### src/rtl/port_poll_sched.sv
// Round-robin poll of 8 link ports over one shared TX engine; optional single retry per port under PORT_SCHED_RETRY_EN.
// Latency 4 cycles per promptly replying port, 2 per disabled port; SEND holds tx_req until tx_ready, WAIT is bounded by TIMEOUT.
module port_poll_sched #(
  parameter int          NUM_PORT = 8,
  parameter logic [15:0] TIMEOUT  = 16'd1000
) (
  input  logic                clk,
  input  logic                rst,
  input  logic                start,
  input  logic [NUM_PORT-1:0] port_en,
  output logic                tx_req,
  output logic [2:0]          tx_port,
  input  logic                tx_ready,
  input  logic [NUM_PORT-1:0] rx_done,
  input  logic [NUM_PORT-1:0] rx_err,
  output logic                busy,
  output logic                sweep_done,
  output logic [NUM_PORT-1:0] stat_ok,
  output logic [NUM_PORT-1:0] stat_err,
  output logic [NUM_PORT-1:0] stat_to,
  output logic [NUM_PORT-1:0] stat_retry
);

  typedef enum logic [2:0] {IDLE, SEL, SEND, WAIT, NEXT, DONE} state_t;

  localparam logic [15:0] TIMER_LAST = TIMEOUT - 16'd1;
  localparam logic [2:0]  PTR_LAST   = 3'(NUM_PORT - 1);

  state_t              state, state_nxt;
  logic [2:0]          ptr, ptr_nxt;
  logic [NUM_PORT-1:0] mask, mask_nxt;
  logic [15:0]         timer, timer_nxt;
  logic [NUM_PORT-1:0] ok_nxt, err_nxt, to_nxt;
  logic                retry_take;

`ifdef PORT_SCHED_RETRY_EN
  logic                attempt, attempt_nxt;
  logic [NUM_PORT-1:0] retry_q, retry_nxt;
`endif

  assign tx_port = ptr;

  always_comb begin
    state_nxt  = state;
    ptr_nxt    = ptr;
    mask_nxt   = mask;
    timer_nxt  = timer;
    ok_nxt     = stat_ok;
    err_nxt    = stat_err;
    to_nxt     = stat_to;
    retry_take = 1'b0;
`ifdef PORT_SCHED_RETRY_EN
    attempt_nxt = attempt;
    retry_nxt   = retry_q;
    retry_take  = !attempt;
`endif
    case (state)
      IDLE: begin
        if (start) begin
          mask_nxt  = port_en;
          ptr_nxt   = '0;
          ok_nxt    = '0;
          err_nxt   = '0;
          to_nxt    = '0;
`ifdef PORT_SCHED_RETRY_EN
          retry_nxt = '0;
`endif
          state_nxt = SEL;
        end
      end
      SEL: begin
        timer_nxt = '0;
`ifdef PORT_SCHED_RETRY_EN
        attempt_nxt = 1'b0;
`endif
        state_nxt = mask[ptr] ? SEND : NEXT;
      end
      SEND: begin
        if (tx_ready) begin
          timer_nxt = '0;
          state_nxt = WAIT;
        end
      end
      WAIT: begin
        // done beats err beats timeout; a failing first attempt may be reissued
        if (rx_done[ptr]) begin
          ok_nxt[ptr] = 1'b1;
          state_nxt   = NEXT;
        end else if ((rx_err[ptr] || (timer == TIMER_LAST)) && retry_take) begin
`ifdef PORT_SCHED_RETRY_EN
          attempt_nxt    = 1'b1;
          retry_nxt[ptr] = 1'b1;
`endif
          state_nxt = SEND;
        end else if (rx_err[ptr]) begin
          err_nxt[ptr] = 1'b1;
          state_nxt    = NEXT;
        end else if (timer == TIMER_LAST) begin
          to_nxt[ptr] = 1'b1;
          state_nxt   = NEXT;
        end else begin
          timer_nxt = timer + 16'd1;
        end
      end
      NEXT: begin
        if (ptr == PTR_LAST) begin
          state_nxt = DONE;
        end else begin
          ptr_nxt   = ptr + 3'd1;
          state_nxt = SEL;
        end
      end
      DONE: state_nxt = IDLE;
      default: state_nxt = IDLE;
    endcase
  end

  always_ff @(posedge clk or posedge rst) begin
    if (rst) begin
      state      <= IDLE;
      ptr        <= '0;
      mask       <= '0;
      timer      <= '0;
      stat_ok    <= '0;
      stat_err   <= '0;
      stat_to    <= '0;
      tx_req     <= 1'b0;
      busy       <= 1'b0;
      sweep_done <= 1'b0;
    end else begin
      state      <= state_nxt;
      ptr        <= ptr_nxt;
      mask       <= mask_nxt;
      timer      <= timer_nxt;
      stat_ok    <= ok_nxt;
      stat_err   <= err_nxt;
      stat_to    <= to_nxt;
      tx_req     <= (state_nxt == SEND);
      busy       <= (state_nxt != IDLE);
      sweep_done <= (state_nxt == DONE);
    end
  end

`ifdef PORT_SCHED_RETRY_EN
  always_ff @(posedge clk or posedge rst) begin
    if (rst) begin
      attempt <= 1'b0;
      retry_q <= '0;
    end else begin
      attempt <= attempt_nxt;
      retry_q <= retry_nxt;
    end
  end

  assign stat_retry = retry_q;
`else
  assign stat_retry = '0;
`endif

endmodule

### config.mk
export PLATFORM = sky130hd
export DESIGN_NAME = port_poll_sched
export DESIGN_NICKNAME = d
export VERILOG_FILES = /design/src/rtl/port_poll_sched.sv
export SDC_FILE = /design/constraint.sdc
export NUM_CORES = 1
export LEC_CHECK = 0
export BUFFER_PORTS_ARGS = -buffer_cell sky130_fd_sc_hd__buf_2
export CORE_ASPECT_RATIO = 1.5
export CORE_MARGIN = 10
export CORE_UTILIZATION = 58
export DETAILED_ROUTE_END_ITERATION = 10
export GPL_ROUTABILITY_DRIVEN = 0
export PLACE_DENSITY = 0.9
export SYNTH_ARGS = -nofsm -noshare
export SYNTH_HDL_FRONTEND = slang
export SYNTH_SLANG_ARGS = --single-unit
### constraint.sdc
create_clock -name clk -period 3.8 [get_ports clk]
set_clock_uncertainty 0.1 [all_clocks]
set_input_delay 0.76 -clock clk [delete_from_list [all_inputs] [get_ports clk]]
set_output_delay 0.76 -clock clk [all_outputs]
set_load 0.05 [all_outputs]
## Yosys cells after proc, flatten, opt, wreduce, memory -nomap -nowiden

Cells that the tools add are included.

| operators by class | value |
|---|---|
| add/subtract/negate cells | 2 |
| order comparisons | 2 |
| equal/unequal tests | 17 |
| mux-type cells | 34 |
| bitwise logic cells | 3 |
| reductions and logical operators | 12 |

Operators by type and width:

| operator | count |
|---|---|
| $mux W16 | 4 |
| $mux W8 | 7 |
| $pmux W16 S3 | 1 |
| $pmux W8 S2 | 3 |
| $mux W3 | 9 |
| $or A8 B8 Y8 | 3 |
| $ne A2 B2 Y1 const B | 9 |
| $add A16 B1 Y16 const B | 1 |
| $eq A16 B10 Y1 const B | 1 |
| $pmux W3 S5 | 1 |
| $reduce_and A5 Y1 | 2 |
| $bmux W1 S3 | 3 |
| $eq A3 B2 Y1 const B | 3 |
| $eq A3 B3 Y1 const B | 3 |
| $pmux W3 S2 | 1 |
| $reduce_and A3 Y1 | 2 |
| $reduce_bool A3 Y1 | 2 |
| $lt A3 B4 Y1 const B | 1 |
| $mux W1 | 4 |
| $reduce_and A4 Y1 | 1 |
| $reduce_bool A2 Y1 | 2 |
| $add A3 B1 Y3 const B | 1 |
| $demux W1 S3 | 1 |
| $eq A3 B1 Y1 const B | 1 |
| other kinds (4) | 4 |

| word-level totals | value |
|---|---|
| flip-flop bits (word level) | 57 |
| bits of input ports | 28 |
| output and inout bits | 38 |
| logic and storage cells | 80 |

## Logic depth before layout (Yosys ltp)

| logic depth | value |
|---|---|
| depth after elaboration | 9 |
| mapped depth | 9 |
| gate-level depth less buffers | 6 |

## Worst setup path before layout

OpenSTA, ideal clock, no wires.

| path | value |
|---|---|
| path kind | reg2reg |
| start | register ptr[0], in the netlist tx_port[0] |
| end | register stat_to[6] |
| library setup time | 91 ps |
| arrival time | 2,450 ps |
| data required time | 3,609 ps |
| slack | 1,159 ps |
| cell stages (with the launch flop) | 8 |
| path buffers | 2 |
| clock period less this slack | 2,641 ps |
| cell sequence | dfrtp_1 buf_6 mux2i_1 nor2_1 or4_4 or4_1 buf_4 o31ai_4 |

| on the way | value |
|---|---|
| word-level cells in the longest chain between the ends | 9 |
| elaborated cells between the ends (all ways) | 17 |
| classes of those cells | order compare: 2; eq/ne: 2; mux: 10; bitwise: 1; reduce/logical: 2 |

RTL lines:

| what | line | RTL |
|---|---|---|
| start: declaration | 30 | `logic [2:0] ptr, ptr_nxt;` |
| start signal: assignment | 132 | `ptr <= ptr_nxt;` |
| $lt A3 B4 Y1 (not written as such) / $ge A3 B1 Y1 (equally long branches) | 99 | `to_nxt[ptr] = 1'b1;` |
| $logic_and A1 B1 Y1 (not written as such) | 99 |  |
| $mux W1 (not written as such) | 99 |  |
| $demux W1 S3 | 99 |  |
| $or A8 B8 Y8 (no source line) | -- |  |
| $mux W8 | 98 | `end else if (timer == TIMER_LAST) begin` |
| $mux W8 | 95 | `end else if (rx_err[ptr]) begin` |
| $mux W8 | 86 | `if (rx_done[ptr]) begin` |
| $pmux W8 S2 | 57 | `case (state)` |
| end signal: assignment | 137 | `stat_to <= to_nxt;` |
| end: declaration | 20 | `output logic [NUM_PORT-1:0] stat_to,` |

Parallel ways exist; a longest one is shown, timed or not. The select of a mux whose other input is x is not followed.
A chain may end at the register's enable or synchronous reset.

## Worst setup path in the final report

| path | value |
|---|---|
| start | register ptr[2], in the netlist tx_port[2] |
| end | register state[1] |

| on the way | value |
|---|---|
| word-level cells in the longest chain between the ends | 5 |
| elaborated cells between the ends (all ways) | 10 |
| classes of those cells | mux: 10 |

RTL lines:

| what | line | RTL |
|---|---|---|
| $bmux W1 S3 | 95 |  |
| $mux W1 (not written as such) | 95 |  |
| $mux W3 | 95 |  |
| $mux W3 | 86 |  |
| $pmux W3 S5 (*) | 57 |  |
| named net state_nxt[1] | 29 | `state_t state, state_nxt;` |
| end signal: assignment | 131 | `state <= state_nxt;` |
| end: declaration | 29 |  |

The timed path passes the listed nets; every way through them passes the cells marked *. The select of a mux whose other input is x is not followed.

==> summary.md <==
| Metric | Value |
|---|---|
| # DRC | 0 |
| Core Box Area | 4890 µm² |
| Post-detailed-route wirelength per cell | 16.7 µm |
| Minimum clock period | around 2.9 ns |
| Crit path DAT | ~3.1 ns |
| N_diodes | 0 |
| Hold Fails Final Rpt | 0 |
| Remaining antenna violation count | 0 |
| Setup TNS | 0 ns |
| Area of the multi-input gates | approximately 1400 µm² |
| Total CTS buffers | 9 |
| Reg2reg start | tx_port[2] |
| FF/Latch Area | 1430 µm² |
| HPWL after DPL | 5380 µm |
| Site Rows | 31 |
| Crit-path cells | nand2b_1 -> nor2_1 -> or4_4 -> nor3_1 -> o21ai_0 -> a21oi_1 |
| Unique cell type count in the Yosys netlist | 47 |
| Vias in the first global route | 2712 |
| I/O Buffers | 57 |
| Synth top area share | 48.1% |
| Final worst path period share | 76.4% |
| CTS H-tree lvls | 3 |
| Layout Cells excl Fill | 448 |
| Synthesized area per cell | just over 9 µm² |
| Fin area | ~3500 µm² |
| Async SR Flop Fraction | 100% |
| Seq/Total Area, Yosys | 48.1% |
| Status | complete, no violations |
| Starting Density | around three fifths |
| Path type of the worst min-delay path | primary input to asynchronous set/reset pin |
| CP endpoint kind | flop |
| Biggest area consumer among synthesized cells | dfrtp_1 |
| Clock net sink count | 57 |
| R2r setup slk | approximately 0.9 ns |
| Slowest cell on crit path | dfrtp_1 |
| Syn. warnings | 0 |
| Dpl cells | 432 |
| Number of synthesized flops with an enable pin | 0 |
| Largest net degree at the start of global routing | 35 |
| Initial antenna violation count | 0 |
| First-pass GRT wire length | approximately 13000 µm |
| Cell count after synthesis | 322 |
| DR vias | 2617 |
| Synth top area cells | dfrtp_1 48%, nand2_1 8.6%, nor2_1 3.3%, a21oi_1 3.2%, mux2i_1 3.0% |
| Min Hold Slack | 0.327 ns |
| Power per cell area | 648 nW/µm² |
| Synthesized cell area | a little under 3000 µm² |
| Peak VDD IR | between 0.4 and 0.5 mV |
| Static leakage | around 1.7 nW |
| Setup CP Type | flop to flop |
| RSZ-0062 raised after global routing | false |
| Die ar. | 8430 µm² |
| Chip width | between 70 and 80 µm |
| Crit path largest cell delay | approximately 0.71 ns |
| WP buf/inv | 0 |
| TritonRoute pass-1 iters | 4 |
| Later-pin clock latency in the skew report | 0.35 ns |
| Die Height | 108 µm |
| Area grow syn2layout | 18.4% |
| Flops & latches, synth | 57 |
| GRT Total Usage | 18.5% |
| Clock root cell | clkbuf_8 |
| Fillcell total | roughly 410 |
| R2R depth | 6 |
| Max_slew headroom | 33.0% |
| RR Endpoint | state[1] |
| Cell family with most CP delay | simple AND/OR/NAND/NOR gates |
| Crit-path max FO | 17 |
| Finish-stage setup viols | 0 |
| MaxCap Viol Count | 0 |
| GRT overflow | 0 |
| Critical path depth | 6 |
| Final wirelength | 7480 µm |
| Placed cell areas | 3260 µm² |
| Max-slew violation count | 0 |
| Worst-margin pin slew | 1.00 ns |
| Ports | 66 |
| Worst EP required | about 4.0 ns |
| Hold-fix buffers, CTS | 0 |
| Share of cells above drive strength 1 | 24.1% |
| TritonCTS clock tree | done |
| Vias per cell | 5.84 |
| Reg clk slew, reported paths | about 0.070 ns |
| Startpoint types | flop |
| Max Fclk | between 0.3 and 0.4 GHz |
| Post-synth top flop | dfrtp_1 |
| CTS resizes | 0 |
| CTS max path bufs | 2 |
| DRT iter0 DRCs | roughly 120 |
| Post-CTS setup buffers | 0 |
| Final Net Count | 408 |
| CP Launch Point | tx_port[2] |
## per-stage QoR
stage | total power, W | setup slack [ns] | util (%)
floorplan | 0.00139 | 1.16 | -
global placement | 0.00153 | 1.01 | 66.6
detailed placement | 0.00155 | 0.944 | 66.6
CTS | 0.00228 | 0.923 | 71.8
global route | 0.00240 | 0.712 | 71.8
finish | 0.00227 | 0.896 | 71.8
## cells in the final DEF, fill, tap and decap left out, drive strengths merged, types with 3 or more instances in the layout
cell type,instances
buf,62
ha,3
conb,8
or3,7
and3,4
clkbuf,10
inv,3
dfrtp,57
nor3,7
nand3,11
o31ai,11
bufinv,3
nand2,68
o32ai,4
nor2,26
or4,8
mux2i,9
nand2b,4
a31oi,6
a21oi,19
o21ai,23
## sequential cells by signal (all words and copies together), names as in the netlist
register    count
timer          16
stat_ok         8
state           3
tx_req          1
stat_to         8
stat_err        8
sweep_done      1
mask            8
busy            1
tx_port         3
## how the worst max path moves through the flow
stage | endpoint
final | state[1]
after global routing | state[1]
after CTS | state[1]
after detailed placement | state[1]
after global placement | stat_to[6]
after floorplan | stat_to[6]
## metal layers
layer  up-vias  track usage [%]  routed length [µm]
met5         -                0                   0
li1       1241                -                   -
met3        17             6.02                 380
met1      1286             19.6                2880
met2        73             32.5                4040
met4         0             8.23                 174
## cell usage after synthesis (all sizes together) (2+ instances only)
library cell and number:
nor2 26, nor3 7, nand3b 2, and2 2, ha 3, o31ai 11
nor4b 2, mux2i 9, o32ai 4, nor2b 2, nand2 68, a31oi 6
clkbuf 6, and3 4, nand3 11, buf 19, o21ai 23, or4 8
or3 7, nor4 2, mux4 2, dfrtp 57, a21oi 19, nand2b 4
nand4 2, inv 3
## layout make-up
type | count | area share, %
flip-flops and latches | 57 | 40.6
multi-input cells | 244 | 40.3
repair buffers | 62 | 9.20
clock buffers | 10 | 3.92
clock inverters | 6 | 3.28
well taps | 66 | 2.35
inverters | 3 | 0.321
## where the power goes
| group | switching [W] | internal, W |
|---|---|---|
| clock network | 0.000267 | 0.000455 |
| logic | 0.000501 | 0.000244 |
| registers | 0.000112 | 0.000695 |
| total | 0.000879 | 0.00139 |
## kinds of logic (layout without fill, tap and decap cells)
kind of cell,after synthesis,after routing,share of synthesized area (%)
simple gates,151,151,25.1
compound gates,70,70,15.2
flops,57,57,48.1
buf+inv,28,81,5.28
mux,12,12,4.94
fa+ha+maj,3,3,1.27
other cells,1,8,0.127
No activity file was read; power rests on OpenSTA's default activity.
